**config.mk**
```make
export PLATFORM = sky130hd
export DESIGN_NAME = knight_anim_sequencer
export DESIGN_NICKNAME = d
export VERILOG_FILES = /design/src/rtl/knight_anim_sequencer.sv
export SDC_FILE = /design/constraint.sdc
export NUM_CORES = 1
export LEC_CHECK = 0
export CAP_MARGIN = 20
export CORE_MARGIN = 2
export CORE_UTILIZATION = 52
export CTS_CLUSTER_DIAMETER = 60
export DETAILED_ROUTE_END_ITERATION = 16
export MAX_ROUTING_LAYER = met4
export PLACE_DENSITY = 0.8
export SYNTH_ARGS = -nofsm -noshare
export SYNTH_HDL_FRONTEND = slang
export SYNTH_SLANG_ARGS = --single-unit
```
**constraint.sdc**
```tcl
create_clock -name i_clk -period 6.5 [get_ports i_clk]
set_clock_uncertainty 0.1 [all_clocks]
set_input_delay 1.3 -clock i_clk [delete_from_list [all_inputs] [get_ports i_clk]]
set_output_delay 1.3 -clock i_clk [all_outputs]
set_load 0.02 [all_outputs]
```
**src/rtl/knight_anim_sequencer.sv**
```systemverilog
`default_nettype none
// ============================================================================
// Module   : knight_anim_sequencer
// Purpose  : Knight sprite animation sequencer. It steps IDLE/WALK/ATTACK/HURT
//            frames on VGA frame ticks and produces the sprite ROM base address,
//            the facing direction and the attack hitbox flag.
// Options  : `define ATTACK_BUFFER_EN keeps one attack request that arrives
//            during ATTACK and chains a second ATTACK when the first completes.
// Revision : 1.0 - initial release
// ============================================================================
module knight_anim_sequencer #(
    parameter int HOLD_TICKS = 4,
    parameter int FRAME_PIX  = 1920
) (
    input  logic        i_clk,
    input  logic        i_reset,
    input  logic        i_frame_clk,
    input  logic        i_move_left,
    input  logic        i_move_right,
    input  logic        i_attack_req,
    input  logic        i_hurt_req,
    output logic [1:0]  o_anim_state,
    output logic [2:0]  o_frame_idx,
    output logic [14:0] o_rom_base,
    output logic        o_flip_h,
    output logic        o_attack_active,
    output logic        o_busy
);

    localparam logic [1:0] S_IDLE   = 2'd0;
    localparam logic [1:0] S_WALK   = 2'd1;
    localparam logic [1:0] S_ATTACK = 2'd2;
    localparam logic [1:0] S_HURT   = 2'd3;

    localparam logic [3:0] C_HOLD_LAST = 4'(HOLD_TICKS - 1);

    logic       r_frame_clk_d;
    logic [3:0] r_hold;
    logic       r_attack_pend;
    logic       r_hurt_pend;

    logic       w_tick;
    logic       w_move_valid;
    logic [1:0] w_move_state;
    logic       w_hurt;
    logic       w_attack;
    logic       w_term;
    logic       w_last;
    logic [2:0] w_last_frame;
    logic [1:0] w_next_state;
    logic [2:0] w_next_frame;
    logic [3:0] w_next_hold;
    logic       w_keep_attack;
    logic [3:0] w_next_base;
    logic [3:0] w_abs_frame;
    logic [14:0] w_next_rom;

    assign w_tick       = i_frame_clk & ~r_frame_clk_d;
    assign w_move_valid = i_move_left ^ i_move_right;
    assign w_move_state = w_move_valid ? S_WALK : S_IDLE;
    // Requests raised in the tick cycle itself are honoured on that tick.
    assign w_hurt       = r_hurt_pend | i_hurt_req;
    assign w_attack     = r_attack_pend | i_attack_req;
    assign w_term       = (r_hold == C_HOLD_LAST);
    assign w_last       = (o_frame_idx == w_last_frame);

    // Last frame index of the current state (IDLE/HURT have 2 frames, others 4).
    always_comb begin
        w_last_frame = 3'd1;
        if (o_anim_state == S_WALK || o_anim_state == S_ATTACK) begin
            w_last_frame = 3'd3;
        end
    end

    // Next-state, frame and hold evaluation applied on a tick.
    always_comb begin
        w_next_state  = o_anim_state;
        w_next_frame  = o_frame_idx;
        w_next_hold   = r_hold;
        w_keep_attack = 1'b0;
        if (w_hurt && o_anim_state != S_HURT) begin
            w_next_state = S_HURT;
            w_next_frame = 3'd0;
            w_next_hold  = 4'd0;
        end else if (w_attack && !o_busy) begin
            w_next_state = S_ATTACK;
            w_next_frame = 3'd0;
            w_next_hold  = 4'd0;
        end else if (!o_busy && w_move_state != o_anim_state) begin
            w_next_state = w_move_state;
            w_next_frame = 3'd0;
            w_next_hold  = 4'd0;
        end else if (o_busy && w_term && w_last) begin
            // One-shot animation finished.
            w_next_frame = 3'd0;
            w_next_hold  = 4'd0;
`ifdef ATTACK_BUFFER_EN
            if (o_anim_state == S_ATTACK && w_attack) begin
                w_next_state = S_ATTACK;
            end else begin
                w_next_state = w_move_state;
            end
`else
            w_next_state = w_move_state;
`endif
        end else begin
            if (w_term) begin
                w_next_hold  = 4'd0;
                w_next_frame = w_last ? 3'd0 : o_frame_idx + 3'd1;
            end else begin
                w_next_hold  = r_hold + 4'd1;
            end
`ifdef ATTACK_BUFFER_EN
            w_keep_attack = (o_anim_state == S_ATTACK);
`endif
        end
    end

    // Base frame of the state being entered; feeds the ROM address.
    always_comb begin
        case (w_next_state)
            S_WALK:   w_next_base = 4'd2;
            S_ATTACK: w_next_base = 4'd6;
            S_HURT:   w_next_base = 4'd10;
            default:  w_next_base = 4'd0;
        endcase
    end

    assign w_abs_frame = w_next_base + {1'b0, w_next_frame};
    assign w_next_rom  = 15'(w_abs_frame) * 15'(FRAME_PIX);

    // Edge detector, request latches and all registered outputs.
    always_ff @(posedge i_clk or posedge i_reset) begin
        if (i_reset) begin
            r_frame_clk_d   <= 1'b0;
            r_hold          <= 4'd0;
            r_attack_pend   <= 1'b0;
            r_hurt_pend     <= 1'b0;
            o_anim_state    <= S_IDLE;
            o_frame_idx     <= 3'd0;
            o_rom_base      <= 15'd0;
            o_flip_h        <= 1'b0;
            o_attack_active <= 1'b0;
            o_busy          <= 1'b0;
        end else begin
            r_frame_clk_d <= i_frame_clk;
            if (w_tick) begin
                r_hurt_pend     <= 1'b0;
                r_attack_pend   <= w_keep_attack & w_attack;
                r_hold          <= w_next_hold;
                o_anim_state    <= w_next_state;
                o_frame_idx     <= w_next_frame;
                o_rom_base      <= w_next_rom;
                o_attack_active <= (w_next_state == S_ATTACK) &&
                                   (w_next_frame == 3'd1 || w_next_frame == 3'd2);
                o_busy          <= (w_next_state == S_ATTACK) || (w_next_state == S_HURT);
                // Facing only follows the keys while the knight is free to move.
                if (!o_busy && w_move_valid) begin
                    o_flip_h <= i_move_left;
                end
            end else begin
                r_hurt_pend   <= r_hurt_pend | i_hurt_req;
                r_attack_pend <= r_attack_pend | i_attack_req;
            end
        end
    end

endmodule
`default_nettype wire

```
==> results.json, run 1 <==
{
  "syn_area_per_cell_um2": 9.53,
  "cts_tree": "done",
  "layout-area-overhead-vs-synth_pct": 14.1,
  "top_routing_layer_in_use": "met4",
  "drt-total-wl_um": 3190,
  "seq_area_frac_synth_pct": 34.0,
  "die-width_um": 59.8,
  "final_instance_area_um2": 1850,
  "worstHoldPathType": "reg2reg",
  "mostFrequentLayoutCells": "22 x sky130_fd_sc_hd__clkdlybuf4s50_1, 22 x sky130_fd_sc_hd__dfrtp_1, 18 x sky130_fd_sc_hd__nand2_1",
  "insertedDiodeCount": 0,
  "status": "completed",
  "route.layer.met1.wl_um": 1410,
  "grt_start_max_net_pins": 27,
  "timing.critical_path.from_type": "input port",
  "number_of_cells_after_detailed_placement": 217,
  "cts.sinks": 22,
  "postCtsResizedCells": 0,
  "crit_family": "adder cells",
  "cts_max_level": 1,
  "grt_util_all_layers_pct": 21.0,
  "maxSlewViolCount": 0,
  "start_util_pct": 54.0,
  "yosys_warnings": 0,
  "antenna_found_initial": 0,
  "via_count": 1262,
  "global_route_wire_length_before_repair_um": 5560,
  "max-vdd-ir-drop_uv": 373,
  "period_minus_slack_ps": 5660,
  "p_leak_nw": 0.851,
  "crit_path_top_delay_cell": "sky130_fd_sc_hd__fa_1",
  "via_per_inst": 5.71,
  "port_buffers": 22,
  "synth_edf_count": 0,
  "row_count": 20,
  "number_of_distinct_library_cell_variants_in_the_gate_level_netlist_after_synthesis": 44,
  "max_cap_violations": 0,
  "cts.repair_timing.setup_buffer_count": 0,
  "finalNonFillerCells": 221,
  "first_pass_iters": 4,
  "number_of_global_route_vias_before_repair": 1223,
  "p_total_w": 0.000974,
  "setup_total_negative_slack_ps": 0,
  "drt-wirelength-per-cell_um": 14.4,
  "report.final.setup_viol": 0,
  "gp_congestion": 0.924,
  "worst_ep_required_time_ps": 6630,
  "clock_insertion_delay_worst_skew_ps": 320,
  "tightest_slew_ps": 925,
  "hold_viol": 0,
  "die_area_um2": 3580,
  "grt_remaining_overflow": 0,
  "post_route_cells_drive_above_1_share_pct": 6.38,
  "power.density_cell_area_nw_per_um2": 527,
  "primary_ff_master_synth": "sky130_fd_sc_hd__dfrtp_1",
  "cts_inserted_buffers": 3,
  "critPathKind": "in2reg",
  "antenna_left": 0,
  "hpwl_um": 2400,
  "min_period_over_period_pct": 87.1,
  "postSynth.asyncResetShare_pct": 100,
  "detailed_place.area_um2": 1810,
  "postLayoutCoreUtil_pct": 61.6,
  "setup.worst_path.end_class": "flop",
  "routed-wl-met2_um": 1610,
  "crit_path_max_fanout": 4,
  "worst-endpoint-arrival_ps": 5800,
  "clkTransAtPathRegs_ps": 130,
  "dieHeight_um": 59.8,
  "drc": 0,
  "worst_slew_margin_rel_pct": 38.3,
  "met3RoutedLength_um": 88,
  "grt_setup_unrepaired": "false",
  "core_area_um2": 3000,
  "final_net_count": 215,
  "number_of_placed_i_o_pins": 30,
  "fmax_mhz": 177,
  "synth_seq_cells": 22,
  "critical-path-max-stage-delay_ps": 570,
  "netlist_instances": 170,
  "first_iter_violations": 80,
  "number_of_hold_repair_buffers_added_at_the_cts_stage": 0,
  "worst_path_most_repeated_cell": "sky130_fd_sc_hd__fa_1",
  "post_synth_instance_area_um2": 1620,
  "cts_root_buf": "sky130_fd_sc_hd__clkbuf_4",
  "crit_chain": "clkdlybuf4s50_1 > xnor3_1 > a21oi_2 > a41oi_1 > mux2_2 > nand2_1 > ha_1 > fa_1 > fa_1 > fa_1 > ha_1 > a211oi_1 > o21bai_1 > a21oi_1 > nor4_1 > o31ai_1",
  "buf_inv_on_cp": 1,
  "clock_tree.buffer_depth": 2
}
-- tightest hold or removal path: stages, from the launching register on --
cell and delay [ps]:
sky130_fd_sc_hd__dfrtp_1 370, sky130_fd_sc_hd__nand2_1 50, sky130_fd_sc_hd__nand2_1 50
-- sequential cells by signal (all words and copies together) (netlist names) --
| signal | cells |
|---|---|
| r_hurt_pend | 1 |
| r_attack_pend | 1 |
| o_busy | 1 |
| o_flip_h | 1 |
| o_attack_active | 1 |
| r_frame_clk_d | 1 |
| o_anim_state | 2 |
| o_frame_idx | 3 |
| o_rom_base | 7 |
| r_hold | 4 |
-- path summary, 6_finish.rpt --
path / start / endpoint / slack (ps) / depth (start not counted)
worst max-delay path: i_move_right / o_rom_base[14]$_DFFE_PP0P_ / 840 / 16
worst min-delay path: o_rom_base[8]$_DFFE_PP0P_ / o_rom_base[8]$_DFFE_PP0P_ / 390 / 2
worst max register to register: o_anim_state[0]$_DFFE_PP0P_ / o_rom_base[14]$_DFFE_PP0P_ / 1610 / 15
worst min register to register: o_rom_base[8]$_DFFE_PP0P_ / o_rom_base[8]$_DFFE_PP0P_ / 390 / 2
max in group asynchronous: i_reset / o_rom_base[10]$_DFFE_PP0P_ / 4450 / 2
min in group asynchronous: i_reset / o_frame_idx[1]$_DFFE_PP0P_ / 1330 / 2
-- cell usage after synthesis, types with 2 or more instances --
cell / instances / area, um2
sky130_fd_sc_hd__a211oi_1: 3 / 22.5
sky130_fd_sc_hd__a21o_1: 5 / 37.5
sky130_fd_sc_hd__a21oi_1: 4 / 20.0
sky130_fd_sc_hd__a22o_1: 2 / 17.5
sky130_fd_sc_hd__a31oi_1: 3 / 18.8
sky130_fd_sc_hd__buf_4: 8 / 60.1
sky130_fd_sc_hd__clkbuf_1: 4 / 15.0
sky130_fd_sc_hd__dfrtp_1: 22 / 551
sky130_fd_sc_hd__fa_1: 4 / 80.1
sky130_fd_sc_hd__ha_1: 15 / 188
sky130_fd_sc_hd__inv_1: 10 / 37.5
sky130_fd_sc_hd__mux2_2: 3 / 33.8
sky130_fd_sc_hd__nand2_1: 18 / 67.6
sky130_fd_sc_hd__nand3b_1: 2 / 15.0
sky130_fd_sc_hd__nor2_1: 12 / 45.0
sky130_fd_sc_hd__nor2b_1: 3 / 18.8
sky130_fd_sc_hd__o21ai_0: 14 / 70.1
sky130_fd_sc_hd__o21bai_1: 3 / 22.5
sky130_fd_sc_hd__o31ai_1: 5 / 37.5
sky130_fd_sc_hd__xnor2_1: 4 / 35.0
sky130_fd_sc_hd__xor2_1: 3 / 26.3
-- layer usage --
| metal | GRT usage, % | vias up |
|---|---|---|
| met5 | - | - |
| met4 | 7.94 | 0 |
| met3 | 1.30 | 7 |
| met2 | 33.1 | 25 |
| met1 | 28.6 | 607 |
| li1 | - | 623 |
-- kinds of logic (layout without fill, tap and decap cells) --
| family | count (synthesis) | after routing | synth area share (%) |
|---|---|---|---|
| buffers and inverters | 24 | 36 | 7.95 |
| adder cells (fa/ha/maj) | 19 | 19 | 16.5 |
| flip-flops | 22 | 22 | 34.0 |
| other | 1 | 7 | 0.231 |
| multiplexers | 3 | 3 | 2.08 |
| AND/OR/NAND/NOR | 47 | 47 | 14.9 |
| AO/OA/AOI/OAI | 46 | 46 | 19.2 |
| XOR/XNOR | 8 | 8 | 5.17 |
-- report_power, final --
| group | switching [W] | leakage (nW) | internal, W |
|---|---|---|---|
| Combinational | 0.000373 | 0.559 | 0.000312 |
| Clock | 0.0000449 | 0.0210 | 0.0000343 |
| Sequential | 0.0000360 | 0.271 | 0.000174 |
| Total | 0.000454 | 0.851 | 0.000520 |
-- final cells by class --
class / instances / area, um2
multi-input cells: 130 / 963
clock buffers: 4 / 36.3
repair buffers: 22 / 220
well taps: 33 / 41.3
flip-flops and latches: 22 / 551
inverters: 10 / 37.5
fillers: 273 / 1150
-- through the flow --
stage | setup WS (ps) | hold WS, ps
floorplan | 1350 | 368
global placement | 669 | 361
detailed placement | 545 | 373
CTS | 845 | 402
global route | 469 | 419
finish | 838 | 393
Note: power is estimated with default switching activity, not from simulation.
==> run 2: changes to the inputs <==
- ABC_AREA: default -> 1
- CORE_UTILIZATION: 52 -> 53
==> run 2 against run 1 <==
Worst setup slack improved by 220 ps. Core utilization rose by 3.5 points. Combinational power fell by 42%. Wire length fell by 15%. Sequential share of layout area fell by 1.8 points. Via count fell by 1.1%. Register-to-register slack improved by 240 ps. Critical path type unchanged. Critical endpoint unchanged.
==> results.json, run 2 <==
{
  "worst_r2r_startpoint": "o_anim_state[0]$_DFFE_PP0P_",
  "gr-max-usage-layer": "met2",
  "grt_remaining_overflow": 0,
  "seq_area_frac_synth_pct": 32.7,
  "die-width_um": 60.4,
  "yosys.area.top_type_share_pct": 32.7,
  "primary_ff_master_synth": "sky130_fd_sc_hd__dfrtp_1",
  "crit_path_max_fanout": 6,
  "period_minus_slack_ps": 5440,
  "worst-endpoint-arrival_ps": 5560,
  "antenna_left": 0,
  "postCtsResizedCells": 0,
  "tightest_slew_ps": 819,
  "critical-path-max-stage-delay_ps": 570,
  "crit_path_top_delay_cell": "sky130_fd_sc_hd__fa_1",
  "timing.critical_path.from_type": "input port",
  "maxSlewViolCount": 0,
  "worstHoldPathType": "reg2reg",
  "rrSetupSlack_ps": 1850,
  "min_period_over_period_pct": 83.8,
  "max-vdd-ir-drop_uv": 218,
  "p_leak_nw": 0.964,
  "number_of_global_route_vias_before_repair": 1168,
  "synth_edf_count": 0,
  "setup_total_negative_slack_ps": 0,
  "p_total_w": 0.000689,
  "max_cap_violations": 0,
  "main_combinational_cell_family_by_area_after_synthesis": "simple AND/OR/NAND/NOR gates",
  "cts_tree": "done",
  "setup.worst_path.end_class": "flop",
  "crit_family": "adder cells",
  "grtUsageMet1_pct": 21.9,
  "ff2ff_path_depth": 23,
  "netlist_instances": 192,
  "start_util_pct": 55.6,
  "worst_ep_required_time_ps": 6610,
  "cts.repair_timing.setup_buffer_count": 0,
  "yosys_warnings": 0,
  "insertedDiodeCount": 0,
  "number_of_placed_i_o_pins": 30,
  "buf_inv_on_cp": 3,
  "first_iter_violations": 20,
  "via_count": 1248,
  "cts_root_buf": "sky130_fd_sc_hd__clkbuf_4",
  "clock_tree.buffer_depth": 2,
  "number_of_distinct_library_cell_variants_in_the_gate_level_netlist_after_synthesis": 35,
  "dieHeight_um": 60.4,
  "hold_viol": 0,
  "antenna_found_initial": 0,
  "yosys-top-cells-area": "sky130_fd_sc_hd__dfrtp_1 33%, sky130_fd_sc_hd__ha_1 11%, sky130_fd_sc_hd__nand2_1 7.6%, sky130_fd_sc_hd__inv_1 5.8%, sky130_fd_sc_hd__fa_1 4.8%",
  "core_area_um2": 3030,
  "gr-usage-met3_pct": 1.28,
  "mostFrequentLayoutCells": "34 x sky130_fd_sc_hd__nand2_1, 26 x sky130_fd_sc_hd__inv_1, 22 x sky130_fd_sc_hd__clkdlybuf4s50_1, 22 x sky130_fd_sc_hd__dfrtp_1, 15 x sky130_fd_sc_hd__ha_1",
  "cts_max_level": 1,
  "report.final.setup_viol": 0,
  "postLayoutCoreUtil_pct": 65.1,
  "layout-area-overhead-vs-synth_pct": 17.0,
  "port_buffers": 22,
  "number_of_hold_repair_buffers_added_at_the_cts_stage": 0,
  "postSynth.asyncResetShare_pct": 100,
  "synth_xor_area_share_pct": 3.57,
  "hpwl_um": 2170,
  "power.density_cell_area_nw_per_um2": 350,
  "synth_seq_cells": 22,
  "grt_setup_unrepaired": "false",
  "die_area_um2": 3640,
  "commonest_cells_post_synth": "34 x sky130_fd_sc_hd__nand2_1, 26 x sky130_fd_sc_hd__inv_1, 22 x sky130_fd_sc_hd__dfrtp_1",
  "clock_insertion_delay_worst_skew_ps": 310,
  "layout_commonest_cell": "sky130_fd_sc_hd__nand2_1",
  "gp_congestion": 0.767,
  "whs_path_depth": 2,
  "cts_inserted_buffers": 3,
  "global_route_wire_length_before_repair_um": 4790,
  "first_pass_iters": 4,
  "drt-total-wl_um": 2700,
  "yosys.area_share.adder_pct": 15.9,
  "yosysMostFrequentCell": "sky130_fd_sc_hd__nand2_1",
  "crit_chain": "clkdlybuf4s50_1 > nand2_1 > nand3_2 > nand3_2 > nand2_4 > nand2_4 > o21ai_2 > inv_1 > nor2_1 > fa_1 > fa_1 > fa_1 > ha_1 > nand2_1 > nor2_1 > a211oi_1 > nor2_1 > nor2_1 > o21bai_1 > inv_1 > nand2_1 > nand3_1 > nand2_1",
  "fraction_of_the_mapped_netlist_area_in_compound_gates_pct": 10.9,
  "status": "completed",
  "worstHoldStart": "o_rom_base[8]$_DFFE_PP0P_",
  "largest_registers": "o_rom_base (7), r_hold (4), o_frame_idx (3)",
  "post_synth_instance_area_um2": 1680,
  "grt_util_all_layers_pct": 18.0,
  "syn_area_per_cell_um2": 8.77,
  "largest_register": "o_rom_base",
  "grt_start_max_net_pins": 23,
  "cts.sinks": 22,
  "synthDominantAreaCellType": "sky130_fd_sc_hd__dfrtp_1",
  "clkTransAtPathRegs_ps": 120,
  "via_per_inst": 4.84,
  "largest_register_ff_count": 7,
  "use_met2_pct": 30.7,
  "final_net_count": 241,
  "synth_simple_gate_area_share_pct": 24.7,
  "fmax_mhz": 184,
  "worst_slew_margin_rel_pct": 45.4,
  "row_count": 20,
  "regToRegEndpoint": "o_rom_base[14]$_DFFE_PP0P_",
  "post_route_cells_drive_above_1_share_pct": 15.9,
  "critPathKind": "in2reg",
  "drt-wirelength-per-cell_um": 10.4,
  "whs_endpoint": "o_rom_base[8]$_DFFE_PP0P_",
  "drc": 0,
  "synthMuxAreaShare_pct": 0.594
}
==> run 2: worst max-delay path by stage <==
stage | startpoint | endpoint | slack [ps] | depth (start not counted)
finish | i_move_right | o_rom_base[14]$_DFFE_PP0P_ | 1060 | 23
global route | i_move_right | o_rom_base[14]$_DFFE_PP0P_ | 750 | 24
CTS | i_move_right | o_rom_base[14]$_DFFE_PP0P_ | 1070 | 23
detailed placement | i_move_right | o_rom_base[14]$_DFFE_PP0P_ | 780 | 23
global placement | i_move_right | o_rom_base[14]$_DFFE_PP0P_ | 890 | 23
floorplan | i_move_left | o_rom_base[14]$_DFFE_PP0P_ | 1610 | 23
==> run 2: final cells by class <==
class	count	area [um2]
multi-input combinational	133	965
inverter	32	120
fill	266	1060
clock buffer	3	22.5
tap	44	55.1
clock inverter	1	30.0
timing repair buffer	23	228
sequential	22	551
==> run 2: cells by family after synthesis <==
logic type                 after synthesis
and+or+nand+nor                         73
AOI/OAI and AO/OA                       27
muxes                                    1
other                                    1
buffers and inverters                   43
adders and majority gates               19
xor gates and xnor gates                 6
DFF                                     22
==> run 2: per-stage QoR <==
step	area, um2	instances	hold slack [ps]	worst slack [ps]
after CTS	1970	258	396	1070
after floorplan	1710	198	378	1610
after global placement	1920	254	358	891
final	1970	258	387	1060
after global routing	1970	258	418	752
after detailed placement	1920	254	364	782
==> run 2: worst reg2reg max path: cells and delay by family (launching register included) <==
| kind | cells | cell delay [ps] |
|---|---|---|
| AO/OA/AOI/OAI | 3 | 480 |
| adder cells (fa/ha/maj) | 6 | 2340 |
| buffers and inverters | 2 | 150 |
| flip-flops | 1 | 440 |
| AND/OR/NAND/NOR | 12 | 1030 |
==> run 2: metal layers <==
layer / wire length [um] / part of all wire (%)
met5: 0 / 0
met4: 51 / 1.9
met3: 77 / 2.9
met2: 1260 / 47
met1: 1310 / 48
==> run 2: where the power goes <==
group	switching (W)	internal (W)
registers	0.0000174	0.000165
clock network	0.0000442	0.0000623
logic	0.000227	0.000173
==> run 3: changes to the inputs <==
- clock period: 6.5 -> 5.2 ns (I/O delays scaled with it)
==> run 3 against run 2 <==
Global-route usage up 1.6 points. Sequential power up 25%. Final area up 4.6%. Wire length up 9.2%. Worst setup slack worse by 720 ps. Critical path depth down 4. Via count up 2.6%. Sequential cell count unchanged. Total power up 35%. Critical endpoint is now o_rom_base[12]$_DFFE_PP0P_. Highest routed layer unchanged.
==> results.json, run 3 (synthesis gave the netlist of run 2 again) <==
{
  "grt_util_all_layers_pct": 19.6,
  "global_route_wire_length_before_repair_um": 5200,
  "timing.critical_path.from_type": "input port",
  "layout-area-overhead-vs-synth_pct": 22.4,
  "hold_viol": 0,
  "status": "completed",
  "critical-path-max-stage-delay_ps": 570,
  "drt-total-wl_um": 2940,
  "worst_slew_margin_rel_pct": 45.1,
  "mostFrequentLayoutCells": "34 x sky130_fd_sc_hd__nand2_1, 25 x sky130_fd_sc_hd__inv_1, 22 x sky130_fd_sc_hd__dfrtp_1",
  "cts_inserted_buffers": 3,
  "drt-wirelength-per-cell_um": 10.9,
  "crit_path_max_fanout": 5,
  "critPathKind": "in2reg",
  "first_pass_iters": 4,
  "p_leak_nw": 1.03,
  "die_area_um2": 3640,
  "number_of_global_route_vias_before_repair": 1252,
  "dieHeight_um": 60.4,
  "grt_setup_unrepaired": "false",
  "cts_root_buf": "sky130_fd_sc_hd__clkbuf_4",
  "maxSlewViolCount": 0,
  "detailed_place.area_um2": 1990,
  "sw_frac_of_total_pct": 42.9,
  "post_route_cells_drive_above_1_share_pct": 22.7,
  "combinational_power_share_pct": 67.4,
  "largest_register": "o_rom_base",
  "max_cap_violations": 0,
  "worst_ep_required_time_ps": 5350,
  "crit_chain": "clkdlybuf4s50_1 > inv_2 > a21oi_4 > nor2_4 > nand2_1 > a211oi_2 > ha_1 > fa_2 > fa_1 > fa_1 > ha_1 > nand2_1 > nor2_1 > a211oi_2 > nor2_2 > buf_4 > buf_4 > nor2_1 > a22o_1",
  "via_per_inst": 4.76,
  "report.final.setup_viol": 0,
  "setup.worst_path.end_class": "flop",
  "largest_registers": "o_rom_base (7), r_hold (4), o_frame_idx (3)",
  "finalWorstSetupSlack_ps": 335,
  "antenna_found_initial": 0,
  "power.density_cell_area_nw_per_um2": 453,
  "number_of_hold_repair_buffers_added_at_the_cts_stage": 0,
  "max-vdd-ir-drop_uv": 347,
  "clock_insertion_delay_worst_skew_ps": 310,
  "largest_register_ff_count": 7,
  "p_total_w": 0.000934,
  "cts_max_level": 1,
  "dp_worst_setup_slack_ps": -100,
  "gp_congestion": 0.793,
  "period_minus_slack_ps": 4860,
  "via_count": 1280,
  "fmax_mhz": 206,
  "row_count": 20,
  "first_iter_violations": 11,
  "postLayoutCoreUtil_pct": 68.1,
  "number_of_placed_i_o_pins": 30,
  "clock_tree.buffer_depth": 2,
  "power.net_switching_w": 0.000400,
  "port_buffers": 22,
  "holdWs_ps": 380,
  "hpwl_um": 2270,
  "clockPowerShare_pct": 8.2,
  "antenna_left": 0,
  "cts.sinks": 22,
  "worst-endpoint-arrival_ps": 5020,
  "drc": 0,
  "grt_start_max_net_pins": 23,
  "clkTransAtPathRegs_ps": 110,
  "min_period_over_period_pct": 93.6,
  "layout_commonest_cell": "sky130_fd_sc_hd__nand2_1",
  "die-width_um": 60.4,
  "final_instance_area_um2": 2060,
  "internal_power_w": 0.000533,
  "insertedDiodeCount": 0,
  "grt_remaining_overflow": 0,
  "start_util_pct": 55.6,
  "tightest_slew_ps": 823,
  "final_net_count": 253,
  "core_area_um2": 3030,
  "worstHoldPathType": "reg2reg",
  "cts_tree": "done",
  "sequentialPowerShare_pct": 24.4,
  "crit_path_top_delay_cell": "sky130_fd_sc_hd__fa_1"
}
-- run 3: changes by cell type in the layout (fill, tap and decap cells not counted), moves of 2 or more --
cell                              delta
sky130_fd_sc_hd__buf_4              +12
sky130_fd_sc_hd__clkdlybuf4s50_1     -2
sky130_fd_sc_hd__dlymetal6s2s_1      +2
sky130_fd_sc_hd__nor2_1              -2
sky130_fd_sc_hd__nor2_2              +2
-- run 3: critical path: cells and delay by family --
| family | cells | cell delay, ps |
|---|---|---|
| compound gates | 4 | 670 |
| fa+ha+maj | 5 | 2040 |
| buf+inv | 4 | 750 |
| simple gates | 6 | 530 |
-- run 3: power by group through the flow --
stage / Sequential, W / Combinational [W] / Clock (W)
finish: 0.000228 / 0.000629 / 0.0000765
CTS: 0.000228 / 0.000565 / 0.0000815
detailed placement: 0.000231 / 0.000561 / 0
global placement: 0.000231 / 0.000546 / 0
floorplan: 0.000269 / 0.000342 / 0
global route: 0.000231 / 0.000710 / 0.0000851
-- run 3: per-stage QoR --
stage,TNS [ps],std cells
final,0,269
after global routing,0,269
after global placement,0,264
after floorplan,0,198
after detailed placement,-110,264
after CTS,0,267
-- run 3: layout make-up --
cell class	instances	area, um2
fill	237	967
clock buffer	3	22.5
inverter	32	120
timing repair buffer	35	323
sequential	22	551
multi-input combinational	133	990
tap	44	55.1
-- run 3: what timing repair did --
item / in CTS / in global routing
setup buffers: 0 / 2
resized for setup: 0 / 8
endpoints found under the setup margin: 0 / 1
-- run 3: worst paths after layout --
kind                                        startpoint                          end  slack [ps]  cells after the start
max reg2reg                o_anim_state[0]$_DFFE_PP0P_   o_rom_base[12]$_DFFE_PP0P_         570                     21
min reg2reg                  o_rom_base[9]$_DFFE_PP0P_    o_rom_base[9]$_DFFE_PP0P_         380                      2
min                          o_rom_base[9]$_DFFE_PP0P_    o_rom_base[9]$_DFFE_PP0P_         380                      2
min in group asynchronous                      i_reset   o_rom_base[11]$_DFFE_PP0P_        1080                      2
max                                         i_hurt_req   o_rom_base[12]$_DFFE_PP0P_         340                     19
max in group asynchronous                      i_reset  o_anim_state[1]$_DFFE_PP0P_        3410                      2
-- run 3: metal layers --
layer / wire length, um / GRT usage [%]
met5: 0 / -
met2: 1370 / 32.0
met4: 49 / 7.62
met1: 1430 / 24.6
met3: 89 / 2.56
